--- config.mk ---
export PLATFORM = sky130hd
export DESIGN_NAME = fir_seq_ctrl
export DESIGN_NICKNAME = d
export VERILOG_FILES = /design/src/rtl/fir_pkg.sv /design/src/rtl/fir_packer.sv /design/src/rtl/fir_seq_ctrl.sv
export SDC_FILE = /design/constraint.sdc
export NUM_CORES = 1
export LEC_CHECK = 0
export CORE_MARGIN = 5
export CORE_UTILIZATION = 35
export CTS_CLUSTER_DIAMETER = 30
export DETAILED_ROUTE_END_ITERATION = 8
export PLACE_DENSITY = 0.61
export SLEW_MARGIN = 40
export SYNTH_ARGS = -nofsm -noshare
export SYNTH_HDL_FRONTEND = slang
export SYNTH_SLANG_ARGS = --single-unit
--- constraint.sdc ---
create_clock -name clk -period 2.82 [get_ports clk]
set_input_delay 0.564 -clock clk [delete_from_list [all_inputs] [get_ports clk]]
set_output_delay 0.564 -clock clk [all_outputs]
set_load 0.005 [all_outputs]
--- src/rtl/fir_pkg.sv ---
// Shared types and sizing for the FIR sequencing controller and its packer.
package fir_pkg;

    localparam int NTAPS  = 11;              // coefficient taps
    localparam int DW     = 8;               // sample / coefficient width
    localparam int PAR    = 3;               // samples per parallel group
    localparam int AW     = 4;               // coefficient address width
    localparam int HW     = NTAPS * DW;      // flattened coefficient bus width
    localparam int GRP_W  = 16;              // group counter width
    localparam int OUT_W  = 5;               // outstanding-group counter width
    localparam int SLOT_W = $clog2(PAR);     // packer slot index width

    localparam logic [AW-1:0]    MAX_ADDR  = AW'(NTAPS - 1);
    localparam logic [NTAPS-1:0] MASK_FULL = '1;

    typedef enum logic [1:0] {
        IDLE,
        RUN,
        FLUSH,
        FIN
    } state_e;

endpackage

--- src/rtl/fir_packer.sv ---
// Collects serial samples into groups of three for the parallel FIR.
// A group is emitted when the third slot fills, or early on a last sample,
// in which case the unfilled slots are zero-padded.
module fir_packer
    import fir_pkg::*;
(
    input  logic          clk,
    input  logic          rst,
    input  logic          clr,
    input  logic          accept,
    input  logic [DW-1:0] s_data,
    input  logic          s_last,
    output logic [DW-1:0] din_0,
    output logic [DW-1:0] din_1,
    output logic [DW-1:0] din_2,
    output logic          vin,
    output logic          emit
);

    logic [SLOT_W-1:0] slot_q, slot_d;
    logic [DW-1:0]     s0_q, s0_d;
    logic [DW-1:0]     s1_q, s1_d;
    logic [DW-1:0]     din0_q, din0_d;
    logic [DW-1:0]     din1_q, din1_d;
    logic [DW-1:0]     din2_q, din2_d;
    logic              vin_q, vin_d;

    // Next-state for slot fill, group emission and zero padding.
    always_comb begin
        // NOTE: every variable gets a default before any branch, otherwise the
        // paths that do not assign it would infer a latch.
        slot_d = slot_q;
        s0_d   = s0_q;
        s1_d   = s1_q;
        din0_d = din0_q;
        din1_d = din1_q;
        din2_d = din2_q;
        emit   = 1'b0;

        if (clr) begin
            slot_d = '0;
            s0_d   = '0;
            s1_d   = '0;
        end else if (accept) begin
            unique case (slot_q)
                SLOT_W'(0): begin
                    if (s_last) begin
                        din0_d = s_data;
                        din1_d = '0;
                        din2_d = '0;
                        emit   = 1'b1;
                    end else begin
                        s0_d   = s_data;
                        slot_d = SLOT_W'(1);
                    end
                end
                SLOT_W'(1): begin
                    if (s_last) begin
                        din0_d = s0_q;
                        din1_d = s_data;
                        din2_d = '0;
                        emit   = 1'b1;
                        slot_d = '0;
                    end else begin
                        s1_d   = s_data;
                        slot_d = SLOT_W'(2);
                    end
                end
                default: begin
                    din0_d = s0_q;
                    din1_d = s1_q;
                    din2_d = s_data;
                    emit   = 1'b1;
                    slot_d = '0;
                end
            endcase
        end

        vin_d = emit;
    end

    // Packer registers; din holds its value between groups.
    always_ff @(posedge clk) begin
        // NOTE: sequential state uses non-blocking assignment so every flop
        // samples its pre-edge inputs regardless of statement order.
        if (rst) begin
            slot_q <= '0;
            s0_q   <= '0;
            s1_q   <= '0;
            din0_q <= '0;
            din1_q <= '0;
            din2_q <= '0;
            vin_q  <= 1'b0;
        end else begin
            slot_q <= slot_d;
            s0_q   <= s0_d;
            s1_q   <= s1_d;
            din0_q <= din0_d;
            din1_q <= din1_d;
            din2_q <= din2_d;
            vin_q  <= vin_d;
        end
    end

    assign din_0 = din0_q;
    assign din_1 = din1_q;
    assign din_2 = din2_q;
    assign vin   = vin_q;

endmodule

--- src/rtl/fir_seq_ctrl.sv ---
// Sequencing controller for a 3-parallel 11-tap FIR: coefficient bank with
// load tracking, run FSM, group counter and outstanding-result tracking.
module fir_seq_ctrl
    import fir_pkg::*;
(
    input  logic             clk,
    input  logic             rst,
    input  logic             cfg_we,
    input  logic [AW-1:0]    cfg_addr,
    input  logic [DW-1:0]    cfg_data,
    input  logic             start,
    input  logic             s_valid,
    input  logic [DW-1:0]    s_data,
    input  logic             s_last,
    output logic             s_ready,
    output logic [DW-1:0]    din_0,
    output logic [DW-1:0]    din_1,
    output logic [DW-1:0]    din_2,
    output logic             vin,
    output logic [HW-1:0]    h_bus,
    input  logic             fir_vout,
    output logic             busy,
    output logic             done,
    output logic             cfg_err,
    output logic [GRP_W-1:0] grp_cnt
);

    state_e             state_q, state_d;
    logic [HW-1:0]      h_q, h_d;
    logic [NTAPS-1:0]   mask_q, mask_d;
    logic               cfg_err_q, cfg_err_d;
    logic [GRP_W-1:0]   grp_q, grp_d;
    logic [OUT_W-1:0]   out_q, out_d;
    logic               pk_clr;
    logic               accept;
    logic               emit;
    logic               out_inc;
    logic               out_dec;

    assign accept = s_valid && s_ready;

    fir_packer u_packer (
        .clk    (clk),
        .rst    (rst),
        .clr    (pk_clr),
        .accept (accept),
        .s_data (s_data),
        .s_last (s_last),
        .din_0  (din_0),
        .din_1  (din_1),
        .din_2  (din_2),
        .vin    (vin),
        .emit   (emit)
    );

    // Coefficient writes, run FSM, group and outstanding counters.
    always_comb begin
        state_d   = state_q;
        h_d       = h_q;
        mask_d    = mask_q;
        cfg_err_d = 1'b0;
        grp_d     = grp_q;
        out_d     = out_q;
        pk_clr    = 1'b0;

        // Writes are only legal while idle and within the tap range.
        if (cfg_we) begin
            if (state_q == IDLE && cfg_addr <= MAX_ADDR) begin
                h_d[cfg_addr*DW +: DW] = cfg_data;
                mask_d[cfg_addr]       = 1'b1;
            end else begin
                cfg_err_d = 1'b1;
            end
        end

        if (emit && grp_q != '1) begin
            grp_d = grp_q + 1'b1;
        end

        // A result with nothing outstanding is spurious and dropped.
        out_inc = vin;
        out_dec = fir_vout && (out_q != '0);
        if (out_inc && !out_dec && out_q != '1) begin
            out_d = out_q + 1'b1;
        end else if (out_dec && !out_inc) begin
            out_d = out_q - 1'b1;
        end

        unique case (state_q)
            IDLE: begin
                if (start) begin
                    if (mask_q == MASK_FULL) begin
                        state_d = RUN;
                        grp_d   = '0;
                        out_d   = '0;
                        pk_clr  = 1'b1;
                    end else begin
                        cfg_err_d = 1'b1;
                    end
                end
            end
            RUN: begin
                if (accept && s_last) begin
                    state_d = FLUSH;
                end
            end
            FLUSH: begin
                if (out_q == '0 && !vin) begin
                    state_d = FIN;
                end
            end
            default: begin
                state_d = IDLE;
            end
        endcase
    end

    // Controller registers.
    always_ff @(posedge clk) begin
        // NOTE: the coefficient bank is reset explicitly because its load mask
        // and bus contents must read as zero after reset, unlike a plain RAM.
        if (rst) begin
            state_q   <= IDLE;
            h_q       <= '0;
            mask_q    <= '0;
            cfg_err_q <= 1'b0;
            grp_q     <= '0;
            out_q     <= '0;
        end else begin
            state_q   <= state_d;
            h_q       <= h_d;
            mask_q    <= mask_d;
            cfg_err_q <= cfg_err_d;
            grp_q     <= grp_d;
            out_q     <= out_d;
        end
    end

    assign s_ready = (state_q == RUN);
    assign busy    = (state_q == RUN) || (state_q == FLUSH);
    assign done    = (state_q == FIN);
    assign cfg_err = cfg_err_q;
    assign h_bus   = h_q;
    assign grp_cnt = grp_q;

endmodule

==> flow_metrics.py <==
metrics = {
    "pwr": {
        "seqPwrFrac": 0.455,
        "ir_drop_mv": 0.4126,
        "clock_power_share": 0.449,
        "p_leak_nw": 3.672,
        "power.share.switching": 0.2571,
        "switching_power_mw": 1.368,
        "pwr-share-comb": 0.097,
        "p_int_mw": 3.952,
        "power_density_nw_per_um2": 546.4,
    },
    "sta": {
        "worst_pin_slew_ns": 0.6564,
        "setup_ws_ns": 0.3322,
        "min_period_ns": 2.488,
        "worst_hold_slack_ns": 0.4478,
        "fmax_mhz": 402.0,
        "slew-limit-headroom": 0.5590,
        "finClkSkew_ns": 0.01322,
        "rsz0062_at_grt": "false",
        "report.final.slew_viol_count": 0,
        "setup_tns_ns": 0,
        "min_period_over_period": 0.8822,
        "setup_viol": 0,
        "final_hold_viol_count": 0,
    },
    "clock_network": {
        "root_buffer": "clkbuf_16",
        "cts_resized": 0,
        "cts_tree": "done",
        "postCtsSetupBuffers": 0,
        "htree_levels": 4,
        "clkTransAtPathRegs_ns": 0.07,
        "cts_inserted_buffers": 17,
        "cts.path.max_buffers": 2,
        "cts_sinks": 166,
        "clock_latency_ns": 0.43,
        "hold_buffers": 0,
    },
    "routing": {
        "wl_per_cell_um": 16.17,
        "vias": 6189,
        "first_pass_iters": 4,
        "wl_um": 20140,
        "drc": 0,
        "drtIter0Drc": 381,
        "vias_per_cell": 4.971,
        "top_layer": "met4",
        "dr_wl_met3_um": 993,
        "wl_met2_um": 9253,
        "route.layer.met1.wl_um": 9596,
        "ant_nets": 0,
    },
    "setup_path": {
        "critPathMaxFanout": 8,
        "crit_arrival_ns": 2.78,
        "r2r_cells": 7,
        "start_kind": "input pin",
        "r2r_slack_ns": 0.53,
        "cp_num_buf_inv": 3,
        "critPathCaptureType": "flip-flop",
        "critical-path-top-delay-family": "simple AND/OR/NAND/NOR gates",
        "crit_slowest_cell": "clkdlybuf4s50_1",
        "cp_cell_sequence": "clkdlybuf4s50_1 -> inv_1 -> ha_1 -> nor3b_2 -> and3_1 -> or4b_1 -> buf_4 -> mux2i_1 -> nor2_1",
        "worstReg2RegStart": "state_q[0]$_SDFFE_PP0P_",
        "crit_path_max_incr_delay_ns": 0.56,
        "r2r-end": "grp_cnt[15]$_SDFF_PP0_",
        "path_class": "in2reg",
        "crit_required_ns": 3.12,
    },
    "floorplanning": {
        "row_count": 51,
        "die_height_um": 151.6,
        "core_um2": 19590,
        "start_util": 0.3580,
        "dieArea_um2": 22970,
        "num_io_pins": 160,
        "chipWidth_um": 151.6,
    },
    "synth": {
        "yosys.cell_count.top_type": "dfxtp_1",
        "syn_area_um2": 7013,
        "yosysTopAreaCellShare": 0.4739,
        "ys_seq_area_frac": 0.4739,
        "yosysUniqueCellTypes": 58,
        "ys_warn_count": 0,
        "avgSynthCellArea_um2": 8.810,
        "synth_common_cells": "dfxtp_1, nor2_1, nand2_1",
        "synth_edf_count": 0,
        "synth_top_cells_by_area": "dfxtp_1, mux2i_1, nor2_1",
        "ys.flop_type": "dfxtp_1",
        "syn_inst": 796,
        "netlist.top_cell.by_area": "dfxtp_1",
        "syn_nets": 837,
        "synth-seq-cells": 166,
        "async_flop_share": 0,
    },
    "placed_design": {
        "gp_congestion": 0.8404,
        "io_buffers": 159,
        "pre_cts_slack_ns": -0.1028,
        "hpwl_um": 14260,
        "placed_area_um2": 9128,
    },
    "cells_and_area": {
        "nets": 1008,
        "fin_area_um2": 9737,
        "diodes": 0,
        "drive_gt1_frac": 0.1061,
        "area_delta_synth_final_pct": 38.84,
    },
    "global_route": {
        "antenna_found_initial": 0,
        "grt_max_degree": 44,
        "grt.overflow.total": 0,
        "first_global_vias": 5925,
        "grt_usage": 0.1745,
        "grt_pass1_wl_um": 31780,
    },
    "hold_path": {
        "min_to": "u_packer.din_2[1]$_SDFFE_PP0P_",
        "hold_depth": 2,
        "hp-class": "reg2reg",
        "min_from": "u_packer.din_2[1]$_SDFFE_PP0P_",
    },
    "flow_run": {
        "max_cap_violations": 0,
    },
    "outcome": {
        "run_status": "complete, no violations",
    },
}
-- through the flow --
step,instances,power [mW],utilization
final,1245,5.320,0.4970
after global routing,1245,5.543,0.4970
after CTS,1245,5.377,0.4970
after detailed placement,1213,2.983,0.4659
after global placement,1213,2.976,0.4659
after floorplan,796,2.790,-
-- cell families (layout without fill, tap and decap cells) --
logic type	after synthesis	after routing	share of synthesized area
flip-flops	166	166	0.4739
buffers and inverters	69	253	0.04585
multiplexers	55	55	0.07868
adder cells (fa/ha/maj)	14	14	0.02498
XOR/XNOR	10	10	0.01356
AO/OA/AOI/OAI	132	132	0.1144
AND/OR/NAND/NOR	350	350	0.2487
-- routing by layer --
layer,vias to the layer above,track usage
met4,0,0.05211
met1,2905,0.2380
li1,3136,-
met5,-,0
met3,22,0.04045
met2,126,0.2758
-- power by group through the flow --
stage                     logic, mW  registers [mW]  clock network, mW
after floorplan               0.326            2.46                  0
after global placement        0.506            2.47                  0
after detailed placement      0.513            2.47                  0
after CTS                     0.516            2.42               2.44
after global routing          0.579            2.43               2.54
final                         0.515            2.42               2.39
-- placed cells by master, fill, tap and decap left out, drive strengths merged, types with 2 or more instances in the layout --
master	Yosys	final
a211oi	2	2
a21oi	65	65
a221oi	7	7
a22o	8	8
a311oi	8	8
and2	6	6
and3	12	12
and4	3	3
buf	23	52
bufinv	0	2
clkbuf	35	17
clkdlybuf4s50	0	158
clkinv	1	4
clkinvlp	0	3
dfxtp	166	166
ha	14	14
inv	10	17
mux2i	54	54
nand2	95	95
nand3	57	57
nand4	17	17
nor2	101	101
nor2b	3	3
nor3	19	19
nor3b	3	3
nor4	13	13
o211ai	2	2
o21a	2	2
o21ai	27	27
o21bai	2	2
o41ai	2	2
or2	4	4
or3	4	4
or4	7	7
or4b	2	2
xnor2	7	7
xor2	3	3
-- how the worst max path moves through the flow --
stage                start                     end  slack (ns)  depth (start not counted)
2_1_floorplan  cfg_addr[0]  h_bus[64]$_SDFFE_PP0P_        0.33                          9
3_3_place_gp   cfg_addr[0]  h_bus[67]$_SDFFE_PP0P_       -0.04                          9
3_5_place_dp   cfg_addr[1]  h_bus[70]$_SDFFE_PP0P_       -0.10                          9
4_1_cts        cfg_addr[0]  h_bus[70]$_SDFFE_PP0P_        0.34                          9
5_1_grt        cfg_addr[1]  h_bus[65]$_SDFFE_PP0P_        0.17                          9
6_report       cfg_addr[1]  h_bus[70]$_SDFFE_PP0P_        0.33                          9
-- registers in the layout, indices dropped and copies added, names as in the netlist --
| name | count |
|---|---|
| u_packer.slot_q | 2 |
| state_q | 2 |
| u_packer.s1_q | 8 |
| grp_cnt | 16 |
| u_packer.din_2 | 8 |
| u_packer.din_1 | 8 |
| mask_q | 11 |
| out_q | 5 |
| u_packer.s0_q | 8 |
| u_packer.vin | 1 |
| cfg_err | 1 |
| u_packer.din_0 | 8 |
| h_bus | 88 |
-- worst register-to-register path: cells and delay by family (launching register included) --
family	cells	cell delay [ns]
adders and majority gates	1	0.27
and+or+nand+nor	4	1.30
DFF	1	0.41
AOI/OAI and AO/OA	1	0.16
buffers and inverters	1	0.09
-- cell type report --
type                    count  area (µm²)
clock buffers              17       425.4
clock inverters            15       183.9
fillers                  1913        9853
inverters                  11       41.29
multi-input cells         561        3385
flip-flops and latches    166        3323
well taps                 265       331.6
repair buffers            210        2047
No activity file was read; power rests on OpenSTA's default activity.
